[src/rtl/risc16_uart_loader.sv]
// UART boot loader: receives an A5/LEN/data image, writes it to memory, then releases risc16p.
// Optional LOADER_CHECKSUM_EN: trailing 8-bit sum byte must match before the CPU is released.
module risc16_uart_loader #(
    parameter int          CLK_HZ    = 25_000_000,
    parameter int          BAUD      = 115200,
    parameter logic [15:0] BASE_ADDR = 16'h0000
) (
    input  logic        clk,
    input  logic        rst,
    input  logic        rxd,
    output logic [15:0] mem_addr,
    output logic [7:0]  mem_wdata,
    output logic        mem_we,
    output logic        cpu_rst,
    output logic        busy,
    output logic        done,
    output logic        err
);
    localparam int DIV  = (CLK_HZ + BAUD / 2) / BAUD;
    localparam int HALF = DIV / 2;
    localparam int CW   = $clog2(DIV);

    typedef enum logic [1:0] {RX_IDLE, RX_START, RX_BITS, RX_STOP} rx_state_t;

    typedef enum logic [2:0] {
        ST_WAIT_MAGIC,
        ST_LEN_H,
        ST_LEN_L,
        ST_DATA,
`ifdef LOADER_CHECKSUM_EN
        ST_CHK,
`endif
        ST_DONE,
        ST_ERROR
    } state_t;

    rx_state_t     rx_st;
    logic          rx_s1, rx_s2, rx_prev;
    logic [CW-1:0] rx_cnt;
    logic [2:0]    rx_bit;
    logic [7:0]    rx_sh;
    logic          rx_valid, rx_ferr;

    state_t        st, st_nxt;
    logic [7:0]    len_hi;
    logic [15:0]   remaining;
`ifdef LOADER_CHECKSUM_EN
    logic [7:0]    sum;
`endif

    // UART receiver; rx_sh holds the finished byte while rx_valid is high
    always_ff @(posedge clk or negedge rst) begin
        if (!rst) begin
            rx_s1    <= 1'b1;
            rx_s2    <= 1'b1;
            rx_prev  <= 1'b1;
            rx_st    <= RX_IDLE;
            rx_cnt   <= '0;
            rx_bit   <= '0;
            rx_sh    <= '0;
            rx_valid <= 1'b0;
            rx_ferr  <= 1'b0;
        end else begin
            rx_s1    <= rxd;
            rx_s2    <= rx_s1;
            rx_prev  <= rx_s2;
            rx_valid <= 1'b0;
            rx_ferr  <= 1'b0;
            rx_cnt   <= rx_cnt + 1'b1;
            case (rx_st)
                RX_IDLE: begin
                    rx_cnt <= '0;
                    if (rx_prev && !rx_s2) rx_st <= RX_START;
                end
                RX_START: if (rx_cnt == CW'(HALF - 1)) begin
                    rx_cnt <= '0;
                    rx_bit <= '0;
                    rx_st  <= rx_s2 ? RX_IDLE : RX_BITS;
                end
                RX_BITS: if (rx_cnt == CW'(DIV - 1)) begin
                    rx_cnt <= '0;
                    rx_sh  <= {rx_s2, rx_sh[7:1]};
                    rx_bit <= rx_bit + 1'b1;
                    if (rx_bit == 3'd7) rx_st <= RX_STOP;
                end
                RX_STOP: if (rx_cnt == CW'(DIV - 1)) begin
                    rx_valid <= rx_s2;
                    rx_ferr  <= !rx_s2;
                    rx_st    <= RX_IDLE;
                end
                default: rx_st <= RX_IDLE;
            endcase
        end
    end

    always_ff @(posedge clk or negedge rst) begin
        if (!rst) st <= ST_WAIT_MAGIC;
        else      st <= st_nxt;
    end

    always_comb begin
        st_nxt  = st;
        busy    = 1'b0;
        done    = 1'b0;
        err     = 1'b0;
        cpu_rst = 1'b1;
        case (st)
            ST_WAIT_MAGIC: if (rx_valid && rx_sh == 8'hA5) st_nxt = ST_LEN_H;
            ST_LEN_H: begin
                busy = 1'b1;
                if (rx_valid) st_nxt = ST_LEN_L;
            end
            ST_LEN_L: begin
                busy = 1'b1;
                if (rx_valid) begin
`ifdef LOADER_CHECKSUM_EN
                    st_nxt = ({len_hi, rx_sh} == 16'd0) ? ST_CHK : ST_DATA;
`else
                    st_nxt = ({len_hi, rx_sh} == 16'd0) ? ST_DONE : ST_DATA;
`endif
                end
            end
            // leave DATA on the last write strobe so done follows it by one clock
            ST_DATA: begin
                busy = 1'b1;
`ifdef LOADER_CHECKSUM_EN
                if (mem_we && remaining == 16'd1) st_nxt = ST_CHK;
`else
                if (mem_we && remaining == 16'd1) st_nxt = ST_DONE;
`endif
            end
`ifdef LOADER_CHECKSUM_EN
            ST_CHK: begin
                busy = 1'b1;
                if (rx_valid) st_nxt = (rx_sh == sum) ? ST_DONE : ST_ERROR;
            end
`endif
            ST_DONE: begin
                done    = 1'b1;
                cpu_rst = 1'b0;
            end
            ST_ERROR: err = 1'b1;
            default:  st_nxt = ST_ERROR;
        endcase
        if (rx_ferr && st != ST_DONE && st != ST_ERROR) st_nxt = ST_ERROR;
    end

    always_ff @(posedge clk or negedge rst) begin
        if (!rst) begin
            mem_addr  <= BASE_ADDR;
            mem_wdata <= '0;
            mem_we    <= 1'b0;
            len_hi    <= '0;
            remaining <= '0;
`ifdef LOADER_CHECKSUM_EN
            sum       <= '0;
`endif
        end else begin
            mem_we <= 1'b0;
            case (st)
`ifdef LOADER_CHECKSUM_EN
                ST_WAIT_MAGIC: if (rx_valid) sum <= '0;
`endif
                ST_LEN_H: if (rx_valid) len_hi <= rx_sh;
                ST_LEN_L: if (rx_valid) begin
                    remaining <= {len_hi, rx_sh};
                    mem_addr  <= BASE_ADDR;
                end
                ST_DATA: begin
                    if (rx_valid) begin
                        mem_we    <= 1'b1;
                        mem_wdata <= rx_sh;
`ifdef LOADER_CHECKSUM_EN
                        sum       <= sum + rx_sh;
`endif
                    end
                    if (mem_we) begin
                        mem_addr  <= mem_addr + 16'd1;
                        remaining <= remaining - 16'd1;
                    end
                end
                default: ;
            endcase
        end
    end
endmodule
[config.mk]
export PLATFORM = sky130hd
export DESIGN_NAME = risc16_uart_loader
export DESIGN_NICKNAME = d
export VERILOG_FILES = /design/src/rtl/risc16_uart_loader.sv
export SDC_FILE = /design/constraint.sdc
export NUM_CORES = 1
export LEC_CHECK = 0
export ABC_AREA = 1
export BUFFER_PORTS_ARGS = -buffer_cell sky130_fd_sc_hd__buf_2
export CAP_MARGIN = 5
export CORE_ASPECT_RATIO = 2
export CORE_MARGIN = 1.5
export CORE_UTILIZATION = 45
export CTS_CLUSTER_DIAMETER = 150
export CTS_CLUSTER_SIZE = 25
export DETAILED_ROUTE_END_ITERATION = 8
export SLEW_MARGIN = 0
export SYNTH_ARGS = -nofsm -noshare
export SYNTH_HDL_FRONTEND = slang
export SYNTH_SLANG_ARGS = --single-unit
[constraint.sdc]
create_clock -name clk -period 4 [get_ports clk]
set_input_delay 0.4 -clock clk [delete_from_list [all_inputs] [get_ports clk]]
set_output_delay 0.4 -clock clk [all_outputs]
set_load 0.005 [all_outputs]
==> results.md, run 1 <==
* Status: completed
* R2r endpoint: remaining[12]$_DFFE_PN0P_
* Worst-Margin Slew at 0.991 ns
* Sequential power share at 44.0%
* Antenna cells at 0
* Final WL at 9840 um
* Core area at 8950 sq um
* Final setup TNS at 0 ns
* WP buf/inv at 2
* Top cell type's share of synthesized area at 45.6%
* CTS tree: yes
* Largest area contributor in the netlist: dfrtp_1
* WHS at 0.157 ns
* Tmin final at 2.07 ns
* Pin count of the biggest net entering global routing at 79
* First-pass GRT wire length at 16700 um
* Synthesized flop and latch total at 78
* Post-CTS Setup Bufs at 0
* Normalized max-slew margin at 33.9%
* Warning count from the yosys run at 0
* Slew Limit Fails at 0
* R2R depth at 10
* Final setup viols at 0
* Die ar. at 9770 sq um
* # rows at 49
* GP Congestion at 0.889
* Net Switching at 430 uW
* Post-Syn Nets at 544
* Worst-skew pair later-pin latency at 0.34 ns
* Area delta synth->final at 13.2%
* Sequential area share after synthesis at 47.5%
* VDD IR max at 0.332 mV
* Placed Cells at 655
* Hold WC Path Type: input port to flip-flop
* Setup Skew at 0.00453 ns
* Commonest cells in the netlist: nand2_1 (142), dfrtp_1 (75), nor2_1 (62)
* Cell family with most CP delay: simple AND/OR/NAND/NOR gates
* Fin cells at 671
* Cts repair resizes at 0
* # IOs at 32
* Leakage at 2.33 nW
* Hold EP: rx_s1$_DFF_PN1_
* Critical path, cell by cell: inv_2 > nand2_2 > nor2_8 > nand2_2 > nand2_4 > o21ai_0 > inv_1 > nand2_1 > nand2_1 > nand3_1
* Die W at 70.6 um
* Worst Path Arrival at 2.29 ns
* Critical path peak fanout at 37
* Routed len/inst at 14.7 um
* Critical path class: flip-flop to flip-flop
* Total GRT Usage at 21.4%
* Crit path largest cell delay at 0.42 ns
* Clk root buf: clkbuf_16
* # DRC at 0
* Synth Cell Area at 4120 sq um
* Type of origin of the critical path: flip-flop
* Vias/cell at 5.27
* Tcrit/Tclk final at 51.8%
* Total grt overflow at 0
* Clock transition at path regs at 0.06 ns
* Syn Inst Count at 534
* Avg Cell Area, Syn at 7.71 sq um
* Most common cell in the netlist: nand2_1
* Clock Sinks at 78
* Clk pwr share at 49.5%
* Pint at 1.45 mW
* Combinational group share of total power at 6.5%
* Reg2reg start: st[2]$_DFFE_PN0P_
* Critical Path Sink Type: flip-flop
* Share of synthesized flip-flops with an asynchronous set or reset at 100%
* Ranking of synthesized cells by area: dfrtp_1 (46%), nand2_1 (13%), o21ai_0 (6.8%)
* Nets at 574
* PnR worst setup slack at 1.93 ns
* Total number of vias at 3539
* H-tree levels at 3
* Power per cell area at 404 nW/um^2
* Initial antenna violation count at 0
* Worst Path Required at 4.22 ns
* Longest Clk Path Bufs at 2
* Final core utilization at 52.1%
* Library cells used by synthesis at 36
* DR pass1 iterations at 5
* Vias in the first global route at 3597
* Initial Util at 46.0%
* Fin. Hold Viols at 0
* Port Buf Inserts at 31
* CTS hold repair buffers at 0
* Chip height at 138 um
* Hold depth at 1
* Num CTS Buffers at 9
* CP max stage cell: dfrtp_1
* Placement Setup Slack at 1.93 ns
* Detailed Route Iter0 Violations at 236
* Fill count at 861
* Max cap viols at 0
* RSZ-0062 raised after global routing: no
* Flop-to-flop setup slack at 1.93 ns
* Share of cells above drive strength 1 at 11.8%
* Sw Share at 22.8%
* Ys flop type: dfrtp_1
* Post-DRT Antenna Nets at 0
* HP Start: rxd
* Max Freq at 483 MHz
* Number of flops mapped to enable cells by yosys at 0
* DP Wirelength at 7050 um
* Cell depth of the worst setup path at 10
-- flip-flops by register name (all words and copies together), names as in the netlist, named ones only --
| signal | count |
|---|---|
| rx_st | 1 |
| mem_we | 1 |
| rx_s2 | 1 |
| rx_ferr | 1 |
| mem_addr | 16 |
| rx_valid | 1 |
| mem_wdata | 8 |
| rx_s1 | 1 |
| rx_cnt | 8 |
| rx_prev | 1 |
| rx_sh | 8 |
| len_hi | 8 |
| st | 3 |
| rx_bit | 3 |
| remaining | 16 |
-- area by class of cell --
class	count	area (sq um)	area share (%)
sequential	78	1960	41.9
clock inverter	6	110	2.36
multi-input combinational	379	1830	39.3
clock buffer	10	229	4.91
timing repair buffer	31	158	3.38
tap	102	128	2.74
inverter	65	249	5.34
-- power groups by stage --
stage	clock network [mW]	logic [mW]	registers, mW
floorplan	0	0.0897	0.840
global placement	0	0.122	0.842
detailed placement	0	0.125	0.844
CTS	0.946	0.126	0.829
global route	0.979	0.148	0.832
finish	0.933	0.122	0.829
-- layout by cell type (no fill, tap or decap), drive strengths merged --
cell,count
nor3,17
ha,7
clkinv,2
o31ai,2
bufinv,3
inv,64
nand2,145
xnor2,2
a21oi,12
nand3b,1
nand4,15
o22ai,1
xor2,5
o211ai,4
clkbuf,10
or2,2
dfrtp,75
dfstp,3
buf,31
nor2,66
and3,2
clkinvlp,2
o21ai,60
nand3,38
-- metrics by stage --
step	power, mW	instance area, sq um
after detailed placement	0.969	4320
final	1.88	4660
after global placement	0.965	4320
after CTS	1.90	4660
after global routing	1.96	4660
after floorplan	0.929	4120
-- kinds of logic (layout without fill, tap and decap cells) --
kind of cell | Yosys count | count (layout) | share of synthesized area, %
xor+xnor | 7 | 7 | 1.49
compound gates | 79 | 79 | 10.3
buf+inv | 77 | 112 | 7.96
flops | 78 | 78 | 47.5
fa+ha+maj | 7 | 7 | 2.13
simple gates | 286 | 286 | 30.7
-- per-layer routing --
layer	part of all wire, %	global-route usage (%)	up-vias
li1	-	-	1784
met3	2.3	3.35	21
met2	55	39.1	56
met1	39	23.3	1678
met5	0	0	-
met4	3.0	10.6	0
-- how the worst max path moves through the flow --
stage | start | end | slack (ns)
final | st[2]$_DFFE_PN0P_ | remaining[12]$_DFFE_PN0P_ | 1.93
after floorplan | rx_cnt[0]$_DFF_PN0_ | rx_sh[6]$_DFFE_PN0P_ | 2.54
after global placement | st[2]$_DFFE_PN0P_ | remaining[12]$_DFFE_PN0P_ | 1.99
after CTS | st[2]$_DFFE_PN0P_ | remaining[12]$_DFFE_PN0P_ | 1.92
after global routing | st[2]$_DFFE_PN0P_ | remaining[12]$_DFFE_PN0P_ | 1.67
after detailed placement | st[2]$_DFFE_PN0P_ | remaining[12]$_DFFE_PN0P_ | 1.93
No activity file was read; power rests on OpenSTA's default activity.
==> run 2, diff against run 1 <==
Settings changed: ABC_AREA 1 to 0, PLACE_DENSITY from default to 0.65.
Clock period 4 ns to 1.9 ns, I/O delays scaled along.
==> run 2 against run 1 <==
  * Die area shrank 8.5%
  * Sequential power grew 120%
  * Critical path depth shrank 5
  * Combinational power grew 140%
  * Clock-buffer cell count grew 5
  * Worst setup slack lost 1.8 ns
  * Clock power grew 74%
  * First-iteration DRC count shrank 52%
  * Design area shrank 0.70%
  * Final cell count shrank 20%
  * Synthesized area shrank 8.8%
  * Clock skew grew 0.0019 ns
  * Critical path type unchanged
==> results.md, run 2 <==
* Worst-Margin Slew at 0.549 ns (was 0.991 ns)
* Syn Inst Count at 363 (was 534)
* Number of flops mapped to enable cells by yosys at 0 (unchanged)
* Placed Cells at 517 (was 655)
* Core area at 8170 sq um (was 8950 sq um)
* Total grt overflow at 0 (unchanged)
* Synthesized flop and latch total at 78 (unchanged)
* Top cell type's share of synthesized area at 50.0% (was 45.6%)
* Vias in the first global route at 3216 (was 3597)
* Critical Path Sink Type: flip-flop (unchanged)
* Library cells used by synthesis at 47 (was 36)
* # rows at 47 (was 49)
* Post-synthesis mux area share at 7.49% (was 0%)
* Commonest non-fill, non-tap cells in the layout: dfrtp_1 (75), buf_4 (38), nor2_1 (34) (was nand2_1 (142), dfrtp_1 (75), nor2_1 (62))
* Clock transition at path regs at 0.05 ns (was 0.06 ns)
* Final WL at 8990 um (was 9840 um)
* Die W at 67.6 um (was 70.6 um)
* # IOs at 32 (unchanged)
* Slew Limit Fails at 0 (unchanged)
* Total number of vias at 3093 (was 3539)
* Die ar. at 8940 sq um (was 9770 sq um)
* RSZ-0062 raised after global routing: yes (was no)
* Largest area contributor in the netlist: dfrtp_1 (unchanged)
* VDD IR max at 0.729 mV (was 0.332 mV)
* Longest Clk Path Bufs at 2 (unchanged)
* Share of cells above drive strength 1 at 27.2% (was 11.8%)
* Share of synthesized flip-flops with an asynchronous set or reset at 100% (unchanged)
* # DRC at 0 (unchanged)
* Ranking of synthesized cells by area: dfrtp_1 (50%), mux2_2 (7.5%), nor2_1 (3.4%) (was dfrtp_1 (46%), nand2_1 (13%), o21ai_0 (6.8%))
* PnR worst setup slack at 0.0984 ns (was 1.93 ns)
* Max cap viols at 0 (unchanged)
* Port Buf Inserts at 31 (unchanged)
* DP Wirelength at 6670 um (was 7050 um)
* Status: completed (unchanged)
* Total GRT Usage at 22.2% (was 21.4%)
* Post-DRT Antenna Nets at 0 (unchanged)
* Compound-Gate Fraction of Synth Area at 13.4% (was 10.3%)
* Setup Skew at 0.00639 ns (was 0.00453 ns)
* Final core utilization at 56.7% (was 52.1%)
* Worst Path Required at 2.18 ns (was 4.22 ns)
* Max Freq at 555 MHz (was 483 MHz)
* Worst Path Arrival at 2.08 ns (was 2.29 ns)
* Ys flop type: dfrtp_1 (unchanged)
* CTS tree: yes (unchanged)
* GP Congestion at 0.799 (was 0.889)
* Post-Synth Adder-Cell Area at 2.33% (was 2.13%)
* Largest family of logic cells by synthesized area: simple AND/OR/NAND/NOR gates (unchanged)
* DR pass1 iterations at 4 (was 5)
* Final setup viols at 0 (unchanged)
* Design Power at 3.75 mW (was 1.88 mW)
* Num CTS Buffers at 9 (unchanged)
* Nets at 443 (was 574)
* Type of origin of the critical path: flip-flop (unchanged)
* Normalized max-slew margin at 63.4% (was 33.9%)
* Routed len/inst at 16.8 um (was 14.7 um)
* Clk root buf: clkbuf_16 (unchanged)
* Vias/cell at 5.77 (was 5.27)
* First-pass GRT wire length at 14800 um (was 16700 um)
* Hold WC Path Type: flip-flop to flip-flop (was input port to flip-flop)
* Clock Sinks at 78 (unchanged)
* Placement Setup Slack at 0.0516 ns (was 1.93 ns)
* Sequential area share after synthesis at 52.0% (was 47.5%)
* Leakage at 2.23 nW (was 2.33 nW)
* Simple-gate area share of the yosys netlist at 18.6% (was 30.7%)
* Most common cell in the netlist: dfrtp_1 (was nand2_1)
* Critical path peak fanout at 4 (was 37)
* Power per cell area at 810 nW/um^2 (was 404 nW/um^2)
* Tcrit/Tclk final at 94.8% (was 51.8%)
* Most common cell after layout, fill and taps aside: dfrtp_1 (was nand2_1)
* Area delta synth->final at 23.2% (was 13.2%)
* Post-Syn Nets at 373 (was 544)
* Initial antenna violation count at 0 (unchanged)
* Tmin final at 1.80 ns (was 2.07 ns)
* Pin count of the biggest net entering global routing at 41 (was 79)
* Fin cells at 536 (was 671)
* Fin. Hold Viols at 0 (unchanged)
* Initial Util at 46.0% (about the same)
* Synth Cell Area at 3760 sq um (was 4120 sq um)
* Avg Cell Area, Syn at 10.4 sq um (was 7.71 sq um)
* Largest regs: mem_addr: 16 flops, remaining: 16 flops (unchanged)
* Antenna cells at 0 (unchanged)
* Worst-skew pair later-pin latency at 0.34 ns (about the same)
* Detailed Route Iter0 Violations at 113 (was 236)
* Post-synthesis xor/xnor area fraction at 3.26% (was 1.49%)
* Critical path class: flip-flop to flip-flop (unchanged)
* Warning count from the yosys run at 0 (unchanged)
* H-tree levels at 3 (unchanged)
* Chip height at 132 um (was 138 um)
* Commonest cells in the netlist: dfrtp_1 (75), nor2_1 (34), a21oi_1 (25), mux2_2 (25), o21ai_0 (25) (was nand2_1 (142), dfrtp_1 (75), nor2_1 (62))
-- run 2: worst max-delay path: stages (launching register included) --
cell,delay (ns)
dfrtp_1,0.44
or4_1,0.55
nor4_4,0.18
nand4_1,0.16
a21boi_2,0.22
a311o_2,0.19
-- run 2: final cells by class --
| cell class | count | area (sq um) |
|---|---|---|
| Clock buffer | 15 | 278 |
| Clock inverter | 1 | 5.00 |
| Fill cell | 728 | 3540 |
| Inverter | 14 | 52.6 |
| Multi-Input combinational cell | 258 | 1720 |
| Sequential cell | 78 | 1960 |
| Tap cell | 98 | 123 |
| Timing Repair Buffer | 72 | 495 |
-- run 2: final timing paths --
check / from / endpoint / slack [ns] / depth (start not counted)
min: rx_s1$_DFF_PN1_ / rx_s2$_DFF_PN1_ / 0.36 / 0
max in group asynchronous: rst / rx_cnt[5]$_DFF_PN0_ / 0.93 / 3
max reg2reg: remaining[11]$_DFFE_PN0P_ / st[2]$_DFFE_PN0P_ / 0.1 / 5
min reg2reg: rx_s1$_DFF_PN1_ / rx_s2$_DFF_PN1_ / 0.36 / 0
min in group asynchronous: rst / mem_addr[15]$_DFFE_PN0P_ / 0.37 / 2
max: remaining[11]$_DFFE_PN0P_ / st[2]$_DFFE_PN0P_ / 0.1 / 5
-- run 2: repair_timing --
action                                  CTS  global route
resized for setup                         0             4
endpoints found under the setup margin    0             5
setup buffers                             0             1
hold endpoints to repair                 37             0
hold buffers                              2             0
-- run 2: per-layer routing --
metal	track usage, %	wire [um]	vias up
li1	-	-	1465
met1	21.9	3310	1533
met2	40.4	5090	69
met3	5.55	261	26
met4	11.0	330	0
met5	0	0	-
-- run 2: kinds of logic after synthesis --
logic type | count (synthesis)
multiplexers | 25
adder cells (fa/ha/maj) | 7
flip-flops | 78
buffers and inverters | 27
AO/OA/AOI/OAI | 80
XOR/XNOR | 14
AND/OR/NAND/NOR | 132
-- run 2: power by group --
part,total [mW],internal (mW),leakage (nW),switching (mW)
Clock,1.62,0.990,0.140,0.628
Combinational,0.291,0.135,1.03,0.155
Sequential,1.84,1.75,1.06,0.0926
-- run 2: per-stage QoR --
step | instance area (sq um) | hold slack (ns) | TNS, ns
6_report | 4630 | 0.357 | 0
5_1_grt | 4630 | 0.363 | -0.00102
4_1_cts | 4600 | 0.359 | 0
3_5_place_dp | 4300 | 0.217 | 0
3_3_place_gp | 4300 | 0.213 | 0
2_1_floorplan | 3760 | -0.106 | 0
==> run 3, diff against run 2 <==
Settings changed: PLACE_DENSITY 0.65 to default.
Clock period 1.9 ns to 2.1 ns, I/O delays scaled along.
==> run 3 against run 2 <==
  * Sequential power decreased by 9%
  * Via count is 2.5% lower
  * Global-route usage shrank 0.87 points
  * Worst setup slack better by 0.057 ns
  * Worst hold slack about the same
  * Clock-buffer cell count is 4 lower
  * Sequential share of layout area up 0.84 points
  * First-iteration DRC count grew 53%
  * Highest routed layer unchanged
==> results.md, run 3 (synthesis gave the netlist of run 2 again) <==
* Status: completed (unchanged)
* Max cap viols at 0 (unchanged)
* Fin cells at 516 (was 536)
* Final setup TNS at 0 ns (unchanged)
* Leakage at 2.17 nW (was 2.23 nW)
* Setup Skew at 0.00548 ns (was 0.00639 ns)
* Clk pwr share at 47.0% (was 43.1%)
* Placed Cells at 498 (was 517)
* Most common cell after layout, fill and taps aside: dfrtp_1 (unchanged)
* Clk root buf: clkbuf_16 (unchanged)
* Clock Sinks at 78 (unchanged)
* Detailed Route Iter0 Violations at 173 (was 113)
* Worst Path Required at 2.33 ns (was 2.18 ns)
* Die W at 67.6 um (unchanged)
* DR pass1 iterations at 4 (unchanged)
* CTS tree: yes (unchanged)
* Pint at 2.81 mW (was 2.88 mW)
* Total number of vias at 3016 (was 3093)
* Largest regs: mem_addr: 16 flops, remaining: 16 flops (unchanged)
* Vias/cell at 5.84 (was 5.77)
* Total grt overflow at 0 (unchanged)
* RSZ-0062 raised after global routing: no (was yes)
* Max Freq at 514 MHz (was 555 MHz)
* First-pass GRT wire length at 14000 um (was 14800 um)
* Worst-skew pair later-pin latency at 0.34 ns (about the same)
* Share of cells above drive strength 1 at 24.4% (was 27.2%)
* Nets at 423 (was 443)
* Hold WC Path Type: flip-flop to flip-flop (unchanged)
* Sequential power share at 45.8% (was 49.1%)
* Post-CTS Setup Bufs at 0 (unchanged)
* VDD IR max at 0.649 mV (was 0.729 mV)
* Normalized max-slew margin at 68.9% (was 63.4%)
* Sw Share at 23.1% (was 23.3%)
* Final core utilization at 55.5% (was 56.7%)
* GP Congestion at 0.878 (was 0.799)
* Critical path class: flip-flop to flip-flop (unchanged)
* CP max stage cell: dfrtp_1 (was or4_1)
* Worst-Margin Slew at 0.466 ns (was 0.549 ns)
* Total GRT Usage at 21.3% (was 22.2%)
* Net Switching at 842 uW (was 876 uW)
* Area after DPL at 4170 sq um (was 4300 sq um)
* Area delta synth->final at 20.8% (was 23.2%)
* H-tree levels at 3 (unchanged)
* Final WL at 8790 um (was 8990 um)
* Fin area at 4540 sq um (was 4630 sq um)
* # IOs at 32 (unchanged)
* Type of origin of the critical path: flip-flop (unchanged)
* Critical Path Sink Type: flip-flop (unchanged)
* Initial antenna violation count at 0 (unchanged)
* Antenna cells at 0 (unchanged)
* Power per cell area at 804 nW/um^2 (was 810 nW/um^2)
* Crit path largest cell delay at 0.43 ns (was 0.55 ns)
* Critical path peak fanout at 9 (was 4)
* Commonest non-fill, non-tap cells in the layout: dfrtp_1 (75), nor2_1 (34), buf_2 (30) (was dfrtp_1 (75), buf_4 (38), nor2_1 (34))
* Vias in the first global route at 2888 (was 3216)
* Combinational group share of total power at 7.2% (was 7.7%)
* Design Power at 3.65 mW (was 3.75 mW)
* Longest Clk Path Bufs at 2 (unchanged)
* Post-DRT Antenna Nets at 0 (unchanged)
* Core area at 8170 sq um (unchanged)
* Port Buf Inserts at 31 (unchanged)
* Fin. Hold Viols at 0 (unchanged)
* Clock transition at path regs at 0.06 ns (was 0.05 ns)
* Routed len/inst at 17.0 um (was 16.8 um)
* # rows at 47 (unchanged)
* Worst Path Arrival at 2.17 ns (was 2.08 ns)
* Num CTS Buffers at 9 (unchanged)
* Critical path, cell by cell: and2b_1 > buf_4 > and2_1 > nand2_1 > mux2_2 (was or4_1 > nor4_4 > nand4_1 > a21boi_2 > a311o_2)
* Pin count of the biggest net entering global routing at 45 (was 41)
* Tcrit/Tclk final at 92.6% (was 94.8%)
* Tmin final at 1.94 ns (was 1.80 ns)
* DP Wirelength at 6340 um (was 6670 um)
* Chip height at 132 um (unchanged)
* Final setup viols at 0 (unchanged)
* Die ar. at 8940 sq um (unchanged)
* Slew Limit Fails at 0 (unchanged)
* Initial Util at 46.0% (unchanged)
* # DRC at 0 (unchanged)
run 3: cell count changes in the layout (fill, tap and decap cells not counted), moves of 2 or more:
| cell | before | now |
|---|---|---|
| buf_4 | 38 | 17 |
| clkbuf_1 | 3 | 0 |
| nor4_1 | 7 | 9 |
| bufinv_16 | 0 | 2 |
| nor4_2 | 3 | 1 |
run 3: power by group through the flow:
stage / Combinational [mW] / Sequential, mW / Clock (mW)
finish: 0.263 / 1.67 / 1.72
global route: 0.298 / 1.69 / 1.81
CTS: 0.269 / 1.67 / 1.75
detailed placement: 0.264 / 1.70 / 0
global placement: 0.258 / 1.70 / 0
floorplan: 0.184 / 1.67 / 0
run 3: worst max-delay path: cells and delay by family (launching register included):
| family | cells | cell delay [ns] |
|---|---|---|
| buffers and inverters | 1 | 0.14 |
| DFF | 1 | 0.43 |
| muxes | 1 | 0.37 |
| and+or+nand+nor | 3 | 0.87 |
run 3: stage by stage:
step / setup slack (ns) / hold WS, ns
floorplan: 0.381 / -0.0856
global placement: 0.135 / 0.196
detailed placement: 0.0755 / 0.194
CTS: 0.0590 / 0.357
global route: 0.0232 / 0.358
finish: 0.155 / 0.357
run 3: what timing repair did:
item,in CTS,in global routing
hold buffers,2,0
endpoints found under the hold margin,35,0
resized for setup,0,4
endpoints found under the setup margin,0,3
run 3: path summary, 6_finish.rpt:
kind | startpoint | end | slack [ns] | depth (start not counted)
setup / recovery | st[2]$_DFFE_PN0P_ | mem_wdata[7]$_DFFE_PN0P_ | 0.16 | 5
hold / removal | rx_s1$_DFF_PN1_ | rx_s2$_DFF_PN1_ | 0.36 | 0
setup reg to reg | st[2]$_DFFE_PN0P_ | mem_wdata[7]$_DFFE_PN0P_ | 0.16 | 5
hold reg to reg | rx_s1$_DFF_PN1_ | rx_s2$_DFF_PN1_ | 0.36 | 0
max in group asynchronous | rst | rx_s1$_DFF_PN1_ | 1.06 | 3
min in group asynchronous | rst | remaining[1]$_DFFE_PN0P_ | 0.38 | 2
run 3: metal layers:
layer	wire length (um)	GRT usage, %
met5	0	0
met4	301	10.7
met3	293	5.64
met2	4860	37.1
met1	3340	22.5
run 3: final cells by class:
| class | count | area [sq um] |
|---|---|---|
| multi-input cells | 258 | 1720 |
| flip-flops and latches | 78 | 1960 |
| clock inverters | 5 | 81.3 |
| inverters | 14 | 52.6 |
| clock buffers | 11 | 253 |
| fillers | 725 | 3630 |
| repair buffers | 52 | 358 |
| well taps | 98 | 123 |
